File: config.mk
export PLATFORM = sky130hd
export DESIGN_NAME = writeback_queue
export DESIGN_NICKNAME = d
export VERILOG_FILES = /design/src/rtl/writeback_queue.sv
export SDC_FILE = /design/constraint.sdc
export NUM_CORES = 1
export LEC_CHECK = 0
export CELL_PAD_IN_SITES_DETAIL_PLACEMENT = 1
export CELL_PAD_IN_SITES_GLOBAL_PLACEMENT = 1
export CORE_MARGIN = 2
export CORE_UTILIZATION = 38
export CTS_BUF_LIST = sky130_fd_sc_hd__clkbuf_2
export CTS_CLUSTER_DIAMETER = 200
export DETAILED_ROUTE_END_ITERATION = 12
export PLACE_DENSITY = 0.75
export SETUP_SLACK_MARGIN = 0.2
export SKIP_LAST_GASP = 1
export SYNTH_ARGS = -nofsm -noshare
export SYNTH_HDL_FRONTEND = slang
export SYNTH_SLANG_ARGS = --single-unit
File: constraint.sdc
create_clock -name writeback_clk_x70 -period 5.8 [get_ports writeback_clk_x70]
set_input_delay 1.45 -clock writeback_clk_x70 [delete_from_list [all_inputs] [get_ports writeback_clk_x70]]
set_output_delay 1.45 -clock writeback_clk_x70 [all_outputs]
set_load 0.02 [all_outputs]
File: src/rtl/writeback_queue.sv
// Writeback queue: gathers up to two results per cycle (load path first, then
// ALU), keeps them in program order, and drains one register-file write per
// cycle. A combinational lookup exposes the youngest pending value for a
// register so hazard logic can forward it before it is committed.
module writeback_queue #(
  parameter int DEPTH  = 4,
  parameter int DATA_W = 32,
  parameter int ADDR_W = 5,
  localparam int CNT_W = $clog2(DEPTH + 1),
  localparam int PTR_W = $clog2(DEPTH)
) (
  input  logic              writeback_clk_x70,
  input  logic              rst_n_x70,
  input  logic              mem_valid_x70,
  input  logic [ADDR_W-1:0] mem_dest_x70,
  input  logic [DATA_W-1:0] mem_data_x70,
  input  logic              alu_valid_x70,
  input  logic [ADDR_W-1:0] alu_dest_x70,
  input  logic [DATA_W-1:0] alu_data_x70,
  output logic              stall_x70,
  output logic              reg_write_en_x70,
  output logic [ADDR_W-1:0] reg_write_dest_x70,
  output logic [DATA_W-1:0] reg_write_data_x70,
  input  logic [ADDR_W-1:0] lookup_addr_x70,
  output logic              lookup_hit_x70,
  output logic [DATA_W-1:0] lookup_data_x70,
  output logic [CNT_W-1:0]  count_x70,
  output logic              overflow_x70
);

  logic [ADDR_W-1:0] dest_mem [DEPTH];
  logic [DATA_W-1:0] data_mem [DEPTH];

  logic [PTR_W-1:0]  rd_ptr_q, rd_ptr_d;
  logic [PTR_W-1:0]  wr_ptr_q, wr_ptr_d;
  logic [PTR_W-1:0]  alu_ptr;
  logic [CNT_W-1:0]  count_q, count_d;
  logic              overflow_q, overflow_d;
  logic              wen_q;
  logic [ADDR_W-1:0] wdest_q;
  logic [DATA_W-1:0] wdata_q;

  logic              stall;
  logic              mem_push, alu_push, pop;

  // Stall only depends on registered occupancy, so it is glitch-free upstream.
  // Threshold DEPTH-1 leaves room for a dual push with no pop.
  assign stall    = (count_q >= CNT_W'(DEPTH - 1));
  assign mem_push = mem_valid_x70 && (mem_dest_x70 != '0) && !stall;
  assign alu_push = alu_valid_x70 && (alu_dest_x70 != '0) && !stall;
  assign pop      = (count_q != '0);
  // The ALU result lands behind the load result when both push.
  assign alu_ptr  = wr_ptr_q + PTR_W'(mem_push);

  // Next-state for pointers, occupancy and the sticky protocol error.
  always_comb begin
    wr_ptr_d   = wr_ptr_q + PTR_W'(mem_push) + PTR_W'(alu_push);
    rd_ptr_d   = rd_ptr_q + PTR_W'(pop);
    count_d    = count_q + CNT_W'(mem_push) + CNT_W'(alu_push) - CNT_W'(pop);
    overflow_d = overflow_q | (stall & (mem_valid_x70 | alu_valid_x70));
  end

  // Control state and the registered register-file write port.
  always_ff @(posedge writeback_clk_x70) begin
    if (!rst_n_x70) begin
      rd_ptr_q   <= '0;
      wr_ptr_q   <= '0;
      count_q    <= '0;
      overflow_q <= 1'b0;
      wen_q      <= 1'b0;
      wdest_q    <= '0;
      wdata_q    <= '0;
    end else begin
      rd_ptr_q   <= rd_ptr_d;
      wr_ptr_q   <= wr_ptr_d;
      count_q    <= count_d;
      overflow_q <= overflow_d;
      wen_q      <= pop;
      if (pop) begin
        wdest_q <= dest_mem[rd_ptr_q];
        wdata_q <= data_mem[rd_ptr_q];
      end
    end
  end

  // FIFO storage; contents are don't-care after reset so no reset here.
  always_ff @(posedge writeback_clk_x70) begin
    if (mem_push) begin
      dest_mem[wr_ptr_q] <= mem_dest_x70;
      data_mem[wr_ptr_q] <= mem_data_x70;
    end
    if (alu_push) begin
      dest_mem[alu_ptr] <= alu_dest_x70;
      data_mem[alu_ptr] <= alu_data_x70;
    end
  end

  // Pending-write lookup: output register is the oldest candidate, then queue
  // entries oldest to youngest so the last match is the youngest value.
  logic [PTR_W-1:0] lk_idx;
  always_comb begin
    lookup_hit_x70  = 1'b0;
    lookup_data_x70 = '0;
    lk_idx          = '0;
    if (wen_q && (wdest_q == lookup_addr_x70)) begin
      lookup_hit_x70  = 1'b1;
      lookup_data_x70 = wdata_q;
    end
    for (int i = 0; i < DEPTH; i++) begin
      lk_idx = rd_ptr_q + PTR_W'(i);
      if ((CNT_W'(i) < count_q) && (dest_mem[lk_idx] == lookup_addr_x70)) begin
        lookup_hit_x70  = 1'b1;
        lookup_data_x70 = data_mem[lk_idx];
      end
    end
    if (lookup_addr_x70 == '0) begin
      lookup_hit_x70  = 1'b0;
      lookup_data_x70 = '0;
    end
  end

  assign stall_x70          = stall;
  assign reg_write_en_x70   = wen_q;
  assign reg_write_dest_x70 = wdest_q;
  assign reg_write_data_x70 = wdata_q;
  assign count_x70          = count_q;
  assign overflow_x70       = overflow_q;

endmodule
[Yosys cells after proc, flatten, opt, wreduce, memory -nomap -nowiden]
Memories as Yosys holds them, arrays and structs flattened. A register that Yosys moved wholly into a read port is not among the register bits.
Index checks and enable logic that the tools add are counted.
Operators by class
  add/sub/neg operators: 9
  reduce and logical (&&, ||, !) cells: 14
  magnitude comparators: 5
  muxes and demuxes: 18
  bitwise gates (word level): 3
  eq/ne operators: 5
Operator list (number)
  $mux W32: 6
  $eq A5 B5 Y1: 5
  $mux W1: 10
  $reduce_bool A5 Y1: 2
  $logic_and A1 B1 Y1: 9
  $add A2 B1 Y2: 3
  $add A3 B1 Y3: 2
  $lt A1 B3 Y1 const A: 2
  $lt A2 B3 Y1 const A: 2
  $logic_not A5 Y1: 1
  $add A2 B2 Y2 const B: 2
  $mux W2: 2
  $ge A3 B2 Y1 const B: 1
  $reduce_bool A3 Y1: 1
  $sub A3 B1 Y3: 1
  $add A2 B1 Y2 const B: 1
  $or A1 B1 Y1: 2
  $and A1 B1 Y1: 1
  $logic_not A1 Y1: 1
Storage, ports and cells
  memories: 2
  memory bits (writable): 148
  register bits after elaboration: 46
  output and inout bits: 76
  input bits: 83
  logic and storage cells: 63
Memory list
  data_mem: words 4, width 32, read ports 4, clocked after Yosys merged registers in 1, write ports 2, RTL line 32  | logic [DATA_W-1:0] data_mem [DEPTH];
  dest_mem: words 4, width 5, read ports 4, clocked after Yosys merged registers in 1, write ports 2, RTL line 31  | logic [ADDR_W-1:0] dest_mem [DEPTH];

[Longest topological paths before layout]
  word-level depth: 8
  gate-level depth with buffers: 13
  mapped depth without buffers: 8

[Worst setup path before layout]
Ideal clock, no wire load.
  kind: input -> output
  start point: input lookup_addr_x70[1]
  end point: output lookup_data_x70[0]
  arrival time: 3.623 ns
  cell stages on the path: 10
  required time: 4.350 ns
  buffers on the path: 3
  slack: 0.727 ns
  path through: buf_6 -> or2b_2 -> mux2i_1 -> o2111ai_1 -> or3b_1 -> buf_6 -> buf_2 -> nor2_1 -> o21ai_0 -> a311oi_1
Between the ends
  cells in the longest elaborated chain, start to end: 8
  elaborated cells between the ends (all ways): 17
  classes of those cells: eq/ne: 5; mux: 6; reduce/logical: 6
RTL lines
  start, declared: RTL line 24  | input logic [ADDR_W-1:0] lookup_addr_x70,
  $eq A5 B5 Y1: RTL line 105  | if (wen_q && (wdest_q == lookup_addr_x70)) begin
  $logic_and A1 B1 Y1: RTL line 105
  $mux W32: RTL line 105
  $mux W32 (4 in a row): RTL line 111  | if ((CNT_W'(i) < count_q) && (dest_mem[lk_idx] == lookup_addr_x70)) begin
  $mux W32 (*): RTL line 116  | if (lookup_addr_x70 == '0) begin
  end, declared: RTL line 26  | output logic [DATA_W-1:0] lookup_data_x70,
Every way passes the cells marked *; elsewhere a longest branch is shown, timed or not.

[Worst setup path after layout]
  start point: input lookup_addr_x70[1]
  end point: output lookup_data_x70[30]
Same word-level chain as after synthesis.

==> flow_summary.yaml <==
detailed_routing:
  post_drt_wl_per_cell_um: 23.3
  drt_first_pass_iters: 5
  drt_iter0_drc: 614
  dr_total_vias: 10703
  viasPerCell: 5.70
  drtAntennaViolNets: 0
  drc: 0
  drt-total-wl_um: 43800
clock_tree:
  cts-root-buf: "clkbuf_2"
  clk_pin_slew_ps: 300
  cts_tree: "built"
  cts_buffers: 17
  htree_levels: 4
  clk_path_buf_depth: 2
  clock-sinks: 194
  hold_buffers: 0
  clock_latency_ps: 900
final_layout:
  fill_cells: 3791
  areaGrowthSynthToFinish_pct: 20.8
  num-nets-final: 1499
  drive_gt1_frac: 0.326
  fin_area_um2: 16200
die:
  num_rows: 68
  die_w_um: 192
  design.core.area_um2: 34600
  die-area_um2: 36800
  top_level_ports: 159
  fp.dieH_um: 192
  initial_core_util: 0.387
setup_path:
  crit_path_end_kind: "primary output"
  cp.arrival_ps: 4220
  cp_cell_sequence: "clkdlybuf4s50_1 -> buf_4 -> buf_4 -> xnor2_1 -> nor4b_4 -> buf_4 -> o2bb2a_2 -> buf_12 -> buf_4 -> o21ai_1 -> a311oi_2 -> clkdlybuf4s15_2"
  cp.required_ps: 4350
  r2r_slack_ps: 2800
  cp_slowest_stage_delay_ps: 420
  r2r-end: "data_mem[2][10]"
  reg2reg_from: "count_x70[1]"
  crit_top_cell: "buf_4"
  cp_top_family: "buffers and inverters"
  slowest_stage: "clkdlybuf4s50_1"
  reg2reg_depth: 8
  startpoint_type: "primary input"
  crit_cells: 12
  crit_start: "lookup_addr_x70[1]"
  worst-path-buf-inv: 7
  cp_max_fo: 20
  critical_path_class: "primary input to primary output"
  cp-endpoint: "lookup_data_x70[30]"
timing:
  finalHoldViolCount: 0
  final_max_slew_viol_count: 0
  clock_skew_ps: 54.2
  worst_pin_slew_ps: 1160
  period_minus_slack_ps: 5670
  fmax_mhz: 176
  rsz0062_at_grt: "yes"
  relSlewSlack: 0.226
  setup-violations-final: 0
  tns_ps: 0
  timing.final.crit_share: 0.977
yosys:
  synthTopCellsByArea: "edfxtp_1 33%, mux2_2 17%, dfxtp_1 6.9%, mux2i_1 5.5%, nand2_1 3.1%"
  synth.avg_cell_area_um2: 10.7
  synth_top_area_frac: 0.332
  synthArstFlopShare: 0
  synth-seq-area-share: 0.400
  synth_common_cells: "207 x mux2_2, 148 x edfxtp_1, 109 x nand2_1, 90 x nor2_1, 74 x mux2i_1"
  ys_ff_latch: 194
  synth_flop_cell: "edfxtp_1"
  synth_edf_count: 148
  synth_most_common_cell: "mux2_2"
  syn-num-nets: 1347
  synth.largest_area_cell: "edfxtp_1"
  ys_types: 61
  mappedNetlistArea_um2: 13400
  yosys_warnings: 0
  syn_inst: 1256
grt:
  grt_overflow: 0
  antenna_found_initial: 3
  grt_pass1_wl_um: 66100
  grt_max_degree: 127
  grt_usage: 0.238
  grt_pass1_vias: 11417
power:
  peakVddDrop_mv: 0.227
  power.total_mw: 7.63
  powerDensity_nw_per_um2: 471
  leakage_nw: 5.76
run:
  cap_violations: 0
run_status:
  outcome: "finished clean"
min_path:
  hold_class: "flip-flop to flip-flop"
  worstHoldStart: "overflow_x70"
place:
  io_buffer_count: 158
  place_area_um2: 15800
  place.detailed.hpwl_um: 28900
  place.gp.congestion: 0.805
## repair_timing
| item | CTS | global route |
|---|---|---|
| resized for setup | 109 | 54 |
| pin swaps | 4 | 8 |
| hold endpoints to repair | 0 | 0 |
| buffers inserted | 4 | 7 |
| cloned | 1 | 1 |
| setup endpoints to repair | 33 | 33 |
## metrics by stage
step / util / setup WS (ps) / hold WS, ps / instances
2_1_floorplan: - / 727 / 551 / 1256
3_3_place_gp: 0.455 / -244 / 459 / 1831
3_5_place_dp: 0.455 / -292 / 467 / 1831
4_1_cts: 0.464 / 130 / 522 / 1868
5_1_grt: 0.467 / 41.2 / 538 / 1878
6_report: 0.468 / 131 / 515 / 1879
## logic make-up (layout without fill, tap and decap cells)
group / count (synthesis) / count (layout) / share of synthesized area
buffers and inverters: 146 / 310 / 0.0588
AO/OA/AOI/OAI: 274 / 275 / 0.142
multiplexers: 301 / 301 / 0.265
flip-flops: 194 / 194 / 0.400
other: 0 / 3 / 0
adder cells (fa/ha/maj): 8 / 8 / 0.00859
XOR/XNOR: 33 / 33 / 0.0216
AND/OR/NAND/NOR: 300 / 300 / 0.104
## power by group
| part | total, mW | internal, mW | switching [mW] |
|---|---|---|---|
| Combinational | 4.49 | 1.96 | 2.53 |
| Sequential | 2.46 | 2.10 | 0.358 |
| Clock | 0.682 | 0.131 | 0.552 |
## routing by layer
layer  up-vias  track usage  wire, um
met1      5419        0.293     18600
met2       282        0.421     22200
li1       4941            -         -
met3        59       0.0371      1950
met5         -            0        13
met4         2       0.0811      1030
## registers in the layout, indices dropped and copies added (netlist names)
signal and cells:
data_mem 128, rd_ptr_q 2, dest_mem 20, overflow_x70 1
reg_write_en_x70 1, reg_write_data_x70 32, count_x70 3, wr_ptr_q 2
reg_write_dest_x70 5
## cell usage in the layout, fill, tap and decap left out, drive strengths merged, types with 40 or more instances in the layout
master,netlist,routed
mux2,207,207
edfxtp,148,148
clkdlybuf4s50,0,123
nand2,109,109
buf,30,104
nor2,96,96
o21ai,84,84
mux2i,74,74
a21oi,70,70
dfxtp,46,46
inv,35,40
## layout make-up
cell class              count  area [um^2]  area share
multi-input cells         917         7470       0.462
flip-flops and latches    194         5370       0.332
repair buffers            243         2420       0.150
well taps                 455          569      0.0352
inverters                  35          131     0.00811
clock inverters            14          124     0.00765
clock buffers              18         90.1     0.00556
diodes                      3         7.51    0.000464
## worst min path at each step
| stage | cells past startpoint | endpoint | slack [ps] |
|---|---|---|---|
| 4_1_cts | 2 | reg_write_data_x70[1] | 520 |
| 3_5_place_dp | 1 | overflow_x70 | 470 |
| 6_report | 1 | overflow_x70 | 520 |
| 2_1_floorplan | 2 | reg_write_data_x70[12] | 550 |
| 5_1_grt | 2 | reg_write_data_x70[9] | 540 |
| 3_3_place_gp | 1 | overflow_x70 | 460 |
Power figures use the tool's default switching activity.
==> edit: new RTL, same settings <==
The parameter `DEPTH` goes from 4 to 2.
--- a/src/rtl/writeback_queue.sv
+++ b/src/rtl/writeback_queue.sv
@@ -5,3 +5,3 @@
 module writeback_queue #(
-  parameter int DEPTH  = 4,
+  parameter int DEPTH  = 2,
   parameter int DATA_W = 32,
Ports: changed (resized count_x70); port bits go from 159 to 158. No check against the original RTL was run, so the function may have changed too.
==> edit against the unedited design <==
  * Fmax up 4.7%
  * Combinational power down 60%
  * Setup slack better by 260 ps
  * Sequential cell count down 76
  * Power down 50%
  * Sequential share of layout area up 3.2 points
  * Final area down 47%
  * Synthesized area down 52%
  * Register-to-register slack worse by 470 ps
  * Clock power down 18%
  * Critical path type unchanged
  * Synthesized cell count down 57%
  * Wire length down 55%
  * Global-route usage down 1.8 points
==> edit: results (changes against the unedited design) <==
Post-Place Cell Area=8310 um2 (-47%); synthesized cell area=6490 um2 (-52%); via/cell ratio=5.48 (-3.8%); Post-CTS Setup Bufs=0 (-4); met3 global-route usage=4.09% (+0.38 points); 1st-pass router iterations=4 (-1); register share of the cell area=36.4% (+3.2 points); Layout non-clock buf frac=20.1% (+5.2 points); Placer Congestion=0.766 (-4.8%); max_slew headroom=32.4% (+9.8 points); fillers=1756 (-54%); first-pass GRT wire length=30300 um (-54%); nets=776 (-48%); Setup WS pre-CTS=89.3 ps (+381 ps); proportion of synthesized area in mux cells=24.9% (-1.5 points); Clk Latency, worst-skew pair=730 ps (-170 ps); Compound-Gate Fraction of Synth Area=13.6% (-0.63 points); area of the multi-input gates=3170 um2 (-58%); WL met1=8100 um (-56%); Cell variety after synth=35 (-43%); clock slew at reported path FFs=160 ps (-140 ps); placed cells=888 (-52%); Vias=5047 (-53%); multi-input gate count=369 (-60%); Detailed Place HPWL=13200 um (-54%); bufs w/o clock=173 (-29%); Seq/Total Area, Yosys=47.8% (+7.8 points); max layer used=met4; I/O Buffers=157 (-0.63%); status=completed; M2 GR Usage=40.2% (-1.8 points); CLK BUF=20 (+2); pin count of the biggest net entering global routing=46 (-64%); vias in the first global route=5527 (-52%); max reg flops=64 (-50%); crit-path max FO=19 (-5.0%); DR WL/cell=21.4 um (-8.1%); Post-synth EDFFs=74 (-50%); Post-synth top cells=mux2_2 (106), edfxtp_1 (74), nand2_1 (69); Inverters excl. clock=8 (-77%); leakage power figure=3.17 nW (-45%); metal2 WL=10500 um (-52%); met1 Resource Use GR=25.6% (-3.7 points); layout cells sized above 1=24.6% (-8.0 points)
-- edit: cell types whose count changed in the layout (fill, tap and decap cells not counted), moves of 28 or more --
cell / change
mux2_2: -101
nand2_1: -39
inv_1: -29
buf_4: -47
edfxtp_1: -74
mux2i_1: -28
o21ai_0: -61
nor2_1: -81
and2_1: -28
a21oi_1: -68
-- edit: repair_timing --
item                                    in CTS  in global routing
gates cloned                                 0                  0
pin swaps                                    0                  1
endpoints found under the setup margin      23                 10
endpoints found under the hold margin        0                  0
gates resized for setup                     23                 11
-- edit: power groups by stage --
| stage | registers (mW) | clock network, mW | logic, mW |
|---|---|---|---|
| 6_report | 1.49 | 0.559 | 1.79 |
| 5_1_grt | 1.53 | 0.612 | 1.92 |
| 4_1_cts | 1.50 | 0.568 | 1.81 |
| 3_5_place_dp | 1.52 | 0 | 1.81 |
| 3_3_place_gp | 1.49 | 0 | 1.75 |
| 2_1_floorplan | 1.57 | 0 | 1.02 |
-- edit: worst paths after layout --
kind / from / endpoint / slack [ps] / cells after the start
max: lookup_addr_x70[1] / lookup_hit_x70 / 390 / 8
min: overflow_x70 / overflow_x70 / 500 / 1
max reg2reg: count_x70[1] / data_mem[1][3] / 2330 / 8
min reg2reg: overflow_x70 / overflow_x70 / 500 / 1
-- edit: worst max-delay path, stage by stage --
cell,delay [ps]
clkdlybuf4s50_1,580
xnor2_1,140
nor4_2,440
and2_2,280
buf_12,170
nor2_1,60
a21oi_1,150
clkdlybuf4s50_1,670
-- edit: kinds of logic (layout without fill, tap and decap cells) --
logic type | count (synthesis) | in the layout
buffers and inverters | 53 | 213
AND/OR/NAND/NOR | 92 | 92
flip-flops | 118 | 118
other | 0 | 1
adder cells (fa/ha/maj) | 6 | 6
XOR/XNOR | 17 | 17
multiplexers | 148 | 148
AO/OA/AOI/OAI | 106 | 106
